`src/rtl/pmod_da2_serializer.sv`:
```
// PMOD-DA2 dual-DAC frame serializer with one-word holding register.
// Ports: clk_selected/reset (async high), enable, clkdiv, sample_* handshake,
//        sclk/sync_n/dina/dinb pins, frame_strobe, busy, underrun_count.
module pmod_da2_serializer #(
  parameter int FRAME_SCLKS    = 32,
  parameter int UNDERRUN_WIDTH = 16
) (
  input  logic                      clk_selected,
  input  logic                      reset,
  input  logic                      enable,
  input  logic [2:0]                clkdiv,
  input  logic [31:0]               sample_data,
  input  logic                      sample_valid,
  output logic                      sample_ready,
  output logic                      sclk,
  output logic                      sync_n,
  output logic                      dina,
  output logic                      dinb,
  output logic                      frame_strobe,
  output logic                      busy,
  output logic [UNDERRUN_WIDTH-1:0] underrun_count
);

  typedef enum logic {IDLE, FRAME} state_t;

  localparam logic [6:0] LAST_H = 7'(2 * FRAME_SCLKS - 1);
  localparam logic [UNDERRUN_WIDTH-1:0] SAT = {UNDERRUN_WIDTH{1'b1}};

  state_t      state, state_nx;
  logic [6:0]  pre;
  logic [6:0]  h;
  logic [6:0]  hn;
  logic [6:0]  pre_max;
  logic [2:0]  div;
  logic [15:0] hold_a, hold_b;
  logic [15:0] sh_a, sh_b;
  logic [15:0] word_a, word_b;
  logic        full;
  logic        accept;
  logic        hp_end;
  logic        last;
  logic        start;
  logic        sclk_nx, sync_nx, dina_nx, dinb_nx;
  logic        unused;

  assign unused = ^{sample_data[3:0], sample_data[19:16]};

  assign sample_ready = ~full;
  assign accept       = sample_valid & ~full;
  assign busy         = (state == FRAME);
  assign frame_strobe = (state == FRAME) && (h == 7'd0)
                        && (pre == 7'd0);

  // div=7 wraps the shift to zero, giving 127 as intended
  assign pre_max = (7'd1 << div) - 7'd1;
  assign hp_end  = (pre == pre_max);
  assign last    = (state == FRAME) && hp_end && (h == LAST_H);
  assign start   = enable && ((state == IDLE) || last);
  assign hn      = h + 7'd1;

  // word loaded at frame start: held word, else bypass, else resend
  always_comb begin
    word_a = sh_a;
    word_b = sh_b;
    if (full) begin
      word_a = hold_a;
      word_b = hold_b;
    end else if (accept) begin
      word_a = {4'b0000, sample_data[15:4]};
      word_b = {4'b0000, sample_data[31:20]};
    end
  end

  always_comb begin
    state_nx = state;
    unique case (state)
      IDLE:  if (enable) state_nx = FRAME;
      FRAME: if (last && !enable) state_nx = IDLE;
      default: state_nx = IDLE;
    endcase
  end

  always_ff @(posedge clk_selected or posedge reset) begin
    if (reset) state <= IDLE;
    else       state <= state_nx;
  end

  // pins are computed one cycle ahead so they all switch together
  always_comb begin
    sclk_nx = sclk;
    sync_nx = sync_n;
    dina_nx = dina;
    dinb_nx = dinb;
    if (start) begin
      sclk_nx = 1'b1;
      sync_nx = 1'b0;
      dina_nx = word_a[15];
      dinb_nx = word_b[15];
    end else if (state == IDLE || last) begin
      sclk_nx = 1'b1;
      sync_nx = 1'b1;
      dina_nx = 1'b0;
      dinb_nx = 1'b0;
    end else if (hp_end) begin
      sclk_nx = ~hn[0];
      if (hn >= 7'd32) begin
        sync_nx = 1'b1;
        dina_nx = 1'b0;
        dinb_nx = 1'b0;
      end else if (!hn[0]) begin
        sync_nx = 1'b0;
        dina_nx = sh_a[4'd15 - hn[4:1]];
        dinb_nx = sh_b[4'd15 - hn[4:1]];
      end
    end
  end

  always_ff @(posedge clk_selected or posedge reset) begin
    if (reset) begin
      sclk   <= 1'b1;
      sync_n <= 1'b1;
      dina   <= 1'b0;
      dinb   <= 1'b0;
    end else begin
      sclk   <= sclk_nx;
      sync_n <= sync_nx;
      dina   <= dina_nx;
      dinb   <= dinb_nx;
    end
  end

  always_ff @(posedge clk_selected or posedge reset) begin
    if (reset) begin
      pre <= '0;
      h   <= '0;
      div <= '0;
    end else if (start) begin
      pre <= '0;
      h   <= '0;
      div <= clkdiv;
    end else if (state == FRAME) begin
      if (hp_end) begin
        pre <= '0;
        h   <= last ? 7'd0 : hn;
      end else begin
        pre <= pre + 7'd1;
      end
    end
  end

  always_ff @(posedge clk_selected or posedge reset) begin
    if (reset) begin
      full           <= 1'b0;
      hold_a         <= '0;
      hold_b         <= '0;
      sh_a           <= '0;
      sh_b           <= '0;
      underrun_count <= '0;
    end else begin
      if (start) begin
        full <= 1'b0;
        sh_a <= word_a;
        sh_b <= word_b;
        if (!full && !accept && underrun_count != SAT)
          underrun_count <= underrun_count + 1'b1;
      end else if (accept) begin
        full   <= 1'b1;
        hold_a <= {4'b0000, sample_data[15:4]};
        hold_b <= {4'b0000, sample_data[31:20]};
      end
    end
  end

endmodule
```
`config.mk`:
```
export PLATFORM = sky130hd
export DESIGN_NAME = pmod_da2_serializer
export DESIGN_NICKNAME = d
export VERILOG_FILES = /design/src/rtl/pmod_da2_serializer.sv
export SDC_FILE = /design/constraint.sdc
export NUM_CORES = 1
export LEC_CHECK = 0
export ABC_AREA = 0
export ABC_CLOCK_PERIOD_IN_PS = 7900
export CAP_MARGIN = 20
export CORE_UTILIZATION = 30
export DETAILED_ROUTE_END_ITERATION = 10
export GPL_ROUTABILITY_DRIVEN = 0
export PLACE_DENSITY_LB_ADDON = 0.08
export SLEW_MARGIN = 10
export SYNTH_ARGS = -nofsm -noshare
export SYNTH_HDL_FRONTEND = slang
export SYNTH_SLANG_ARGS = --single-unit
```
`constraint.sdc`:
```
create_clock -name clk_selected -period 7.9 [get_ports clk_selected]
set_input_delay 0.79 -clock clk_selected [delete_from_list [all_inputs] [get_ports clk_selected]]
set_output_delay 0.79 -clock clk_selected [all_outputs]
set_load 0.02 [all_outputs]
```
# Yosys cells after proc, flatten, opt, wreduce, memory -nomap -nowiden
# Cells that the tools add are included.
# Widths: inputs -> output; s select.
[totals]
output_inout_bits = 23
in_bits = 39
regBits = 95
[op_classes]
n_lt_le_gt_ge = 2
n_mux = 38
addsub = 5
bitwise_logic = 5
n_shift = 1
n_eq_ne = 4
reduce_logical = 24
[ops]
columns = ["op", "n"]
rows = [
  ["$mux 16", 4],
  ["$mux 7", 7],
  ["$mux 1", 24],
  ["$add 16x1->16 const B", 1],
  ["$ne 16x16->1 const B", 1],
  ["$add 7x1->7 const B", 2],
  ["$logic_not 7->1", 2],
  ["$reduce_and 2->1", 5],
  ["$bmux 1 s4", 2],
  ["$logic_and 1x1->1", 8],
  ["$reduce_bool 2->1", 4],
  ["$eq 7x6->1 const B", 1],
  ["$eq 7x7->1", 1],
  ["$ge 7x6->1 const B", 1],
  ["$shl 1x3->7 const A", 1],
  ["$sub 7x1->7 const B", 1],
  ["$lt 4x5->1 const B", 1],
  ["$ne 4x1->1 const B", 1],
  ["$not 1->1", 4],
  ["$sub 4x4->4 const A", 1],
  ["$logic_not 1->1", 3],
  ["$reduce_bool 3->1", 1],
  ["$pmux 1 s2", 1],
  ["$and 1x1->1", 1],
  ["$logic_or 1x1->1", 1],
]

# Depth between registers and ports, before layout
[depth]
word_depth = 9
ltp_mapped = 10

# Worst setup path after synthesis
# OpenSTA, ideal clock, no wires.
[synth_timing]
kind = "register -> register"
startpoint = "register h[0]"
endpoint = "register dina"
t_arrival_ps = 2309
setup_time_ps = 132
path_stages_with_launch = 9
setup_slack_ps = 5459
path_cell_list = "dfrtp_1 > ha_1 > buf_2 > xnor2_2 > mux2i_1 > nor3_1 > a311o_1 > a2111oi_4 > a211oi_2"
[synth_via]
elab_chain_len = 9
[synth_rtl]
columns = ["element", "line_no", "rtl"]
rows = [
  ["from (decl)", "31", "logic [6:0] h;"],
  ["from (signal assigned)", "144", "h <= last ? 7'd0 : hn;"],
  ["$add 7x1->7", "59", "assign hn = h + 7'd1;"],
  ["$sub 4x4->4", "112", "dina_nx = sh_a[4'd15 - hn[4:1]];"],
  ["$bmux 1 s4", "112", ""],
  ["$mux 1 (implied by the code)", "112", ""],
  ["$mux 1", "110", "end else if (!hn[0]) begin"],
  ["$mux 1", "106", "if (hn >= 7'd32) begin"],
  ["$mux 1", "104", "end else if (hp_end) begin"],
  ["$mux 1", "99", "end else if (state == IDLE || last) begin"],
  ["$mux 1", "94", "if (start) begin"],
  ["to (signal assigned)", "127", "dina <= dina_nx;"],
  ["to (decl)", "17", "output logic dina,"],
]
# Several ways; a longest one is shown, not always the timed one. The select of a mux whose other input is x is not followed.
# A chain may end at the register's enable or synchronous reset.

# Worst setup path in the final report
[layout_timing]
startpoint = "register h[0]"
endpoint = "register sh_b[10]"
[layout_via]
elab_chain_len = 5
[layout_rtl]
columns = ["element", "line_no", "rtl"]
rows = [
  ["$eq 7x6->1", "57", "assign last = (state == FRAME) && hp_end && (h == LAST_H);"],
  ["$logic_and 1x1->1", "57", ""],
  ["$logic_or 1x1->1", "58", "assign start = enable && ((state == IDLE) || last);"],
  ["$logic_and 1x1->1", "58", ""],
  ["$reduce_and 2->1 (no source line)", "-", ""],
  ["to (signal assigned)", "163", "sh_b <= word_b;"],
  ["to (decl)", "36", "logic [15:0] sh_a, sh_b;"],
]
# No other way between the ends.

==> key figures <==
Outcome
  • Outcome: complete, no violations

Routing
  • Post-route ant nets: 0
  • Vias per cell: 5.102
  • Wirelength, routed: between 10,000 and 15,000 µm
  • Detailed-route via count: 3,811
  • DRC: 0
  • Initial DRC count: 185
  • Pre-Repair DR Iteration Count: 6
  • Routed len/inst: 17.22 µm

Setup path
  • Endpoint class of the critical path: flop
  • Slowest cell delay on critical path: 0.53 ns
  • CP arrival: 3.62 ns
  • CP Launch Type: flop
  • Reg-to-reg startpoint: h[0]
  • Kind of critical path: flop to flop
  • Reg-to-reg setup timing slack: 4.51 ns
  • Max FO, Critical Path: 48
  • Req. time, crit path: 8.13 ns
  • Worst r2r path cells: 8
  • Critical path launch point: h[0]
  • Slowest cell on the critical path: dfrtp_1
  • R2R Path End: sh_b[10]
  • Cells along the critical path: ha_1 -> nand3_1 -> nor3_1 -> and2_1 -> a41o_1 -> buf_4 -> nand2_1 -> o221a_2
  • CP Capture Point: sh_b[10]

STA
  • Clock Skew: around 0.0095 ns
  • Setup violations, final: 0
  • Setup TNS: 0 ns
  • Period utilization: a little over two fifths
  • Crit path time final: 3.391 ns
  • RSZ-0062 raised after global routing: false
  • Max-slew violation count: 0
  • Worst slew pin tran: approximately 0.7 ns
  • Slew headroom: 51.90%
  • Hold WS: 0.4884 ns
  • Max Clk Rate: 294.9 MHz
  • Final Hold Viols: 0

Clock tree
  • Clock tree root buffer cell: clkbuf_16
  • Worst-skew pair later-pin latency: between 0.3 and 0.4 ns
  • # hold bufs at CTS: 0
  • CTS sink cnt: 89
  • Post-CTS Setup Repair Bufs: 0
  • H-tree depth: 3
  • CTS resizes: 0
  • CTS buffer count: 9
  • Clock Path Buffers: 2
  • Clk slew on worst S/H paths: approximately 0.070 ns
  • CTS tree: done

Placement
  • Post-DP HPWL: 8347 µm
  • DP Area: 0.005655 mm²
  • Number of port buffers: 53

Yosys
  • Most frequent cells after synthesis: dfrtp_1, nand2_1, mux2_2, nand3_1, nor2_1
  • Cell Area, Synth: 0.004966 mm²
  • Yosys Warn Count: 0
  • Top cell type by total area after synthesis: dfrtp_1
  • Main synth FF type: dfrtp_1
  • Post-synth top area share: 43.84%
  • Dominant cells by area after synthesis: dfrtp_1, mux2_2, nand2_1
  • Syn nets: 531
  • Yosys cell types: between 60 and 70
  • Synth Register Bits: 89
  • Ys async rst share: 100.0%
  • Most common cell in the netlist: dfrtp_1
  • Number of synthesized flops with an enable pin: 0
  • Register area share after synthesis: 44.90%
  • Syn Inst Count: just under 500
  • Mean post-synth cell area: a little over 10 µm²

Cells and area
  • Share of post-route cells with drive strength above 1: 16.95%
  • FILL cells: 1,663
  • Syn-to-layout area delta: 19.93%
  • Diodes inserted: 0
  • Nets: 571
  • Post-Layout Inst Area: 0.005956 mm²

Pwr
  • Int Power: 988.6 µW
  • Leakage: about 2.6 nW
  • Comb pwr share: 31.1%
  • Clk pwr share: 26.7%
  • Peak VDD IR: 0.0001024 V
  • Net Switching: ~550 µW
  • Pwr/cell area: 257.6 mW/mm²
  • Sw Share: 35.57%
  • Flop pwr share: 42.1%

Die
  • Core Area: 0.01600 mm²
  • Die area: 0.01707 mm²
  • Starting Density: 31.04%
  • Die width: 130.7 µm
  • Rows: 46
  • Die H: around 130 µm
  • IO Count: 62

Worst hold path
  • Hold Path Depth: 1
  • Worst Hold Class: flop to flop

Global routing
  • Tot GR Track Use: 16.62%
  • Largest net degree at the start of global routing: 78
  • First-pass GRT wire length: 21,490 µm
  • Initial antenna violation count: 0
  • Vias in the first global route: between 4,000 and 5,000
  • Remaining global-route overflow: 0

Flow run
  • Maxcap violations: 0
-- registers in the layout (all words and copies together) (netlist names) --
signal / count
underrun_count: 16
sh_a: 13
sh_b: 13
hold_a: 12
hold_b: 12
h: 7
pre: 7
div: 3
busy: 1
dina: 1
dinb: 1
full: 1
sclk: 1
sync_n: 1
-- worst min-delay path by stage --
stage	startpoint	to	slack, ns
3_5_place_dp	underrun_count[12]	underrun_count[12]	0.48
2_1_floorplan	sh_a[9]	sh_a[9]	0.46
3_3_place_gp	underrun_count[12]	underrun_count[12]	0.49
5_1_grt	sync_n	sync_n	0.52
4_1_cts	underrun_count[8]	underrun_count[8]	0.49
6_report	underrun_count[8]	underrun_count[8]	0.49
-- cell usage in the layout, fill, tap and decap left out, types with 10 or more instances in the layout --
cell type        count
dfrtp_1             87
clkdlybuf4s50_1     53
nand2_1             44
nand3_1             28
mux2_2              28
nor2_1              26
inv_1               22
nand4_1             20
a31oi_1             17
xnor2_1             15
nand2b_1            14
o221a_2             12
a32oi_1             12
xor2_1              10
-- power by group through the flow --
stage	registers, mW	clock network, mW	logic (mW)
after floorplan	0.620	0	0.368
after global placement	0.654	0	0.472
after detailed placement	0.656	0	0.479
after CTS	0.647	0.421	0.481
after global routing	0.663	0.439	0.534
final	0.647	0.410	0.477
-- layer usage --
metal	part of all wire [%]	global-route usage, %	vias to the layer above	wire length [µm]
met1	50	22.48	1892	6423
li1	-	-	1850	-
met2	46	26.77	55	5916
met3	2.9	3.217	14	367
met5	0	0	-	0
met4	1.2	5.206	0	158
-- cell type report --
cell class / instances / area, µm² / area share, %
clock buffers: 11 / 242.7 / 4.076
clock inverters: 4 / 30.03 / 0.5042
inverters: 25 / 95.09 / 1.597
multi-input cells: 341 / 2477 / 41.60
flip-flops and latches: 89 / 2230 / 37.44
well taps: 216 / 270.3 / 4.538
repair buffers: 61 / 610.6 / 10.25
-- critical path: cells and delay by family (launching register included) --
| family | cells | cell delay (ns) |
|---|---|---|
| flops | 1 | 0.53 |
| compound gates | 2 | 0.58 |
| buf+inv | 1 | 0.46 |
| fa+ha+maj | 1 | 0.52 |
| simple gates | 4 | 1.15 |
-- kinds of logic (layout without fill, tap and decap cells) --
kind of cell / Yosys count / after routing / share of synthesized area [%]
AND/OR/NAND/NOR: 184 / 184 / 19.58
flip-flops: 89 / 89 / 44.90
AO/OA/AOI/OAI: 86 / 86 / 14.79
buffers and inverters: 57 / 101 / 5.215
multiplexers: 38 / 38 / 8.969
XOR/XNOR: 27 / 27 / 5.064
adder cells (fa/ha/maj): 6 / 6 / 1.487
-- per-stage QoR --
stage	util [%]	setup slack, ns	power, mW	std cells
floorplan	-	4.806	0.9880	487
global placement	35.35	4.547	1.125	731
detailed placement	35.35	4.523	1.134	731
CTS	37.05	4.506	1.550	746
global route	37.22	4.232	1.636	747
finish	37.22	4.509	1.534	747
Note: power is estimated with default switching activity, not from simulation.
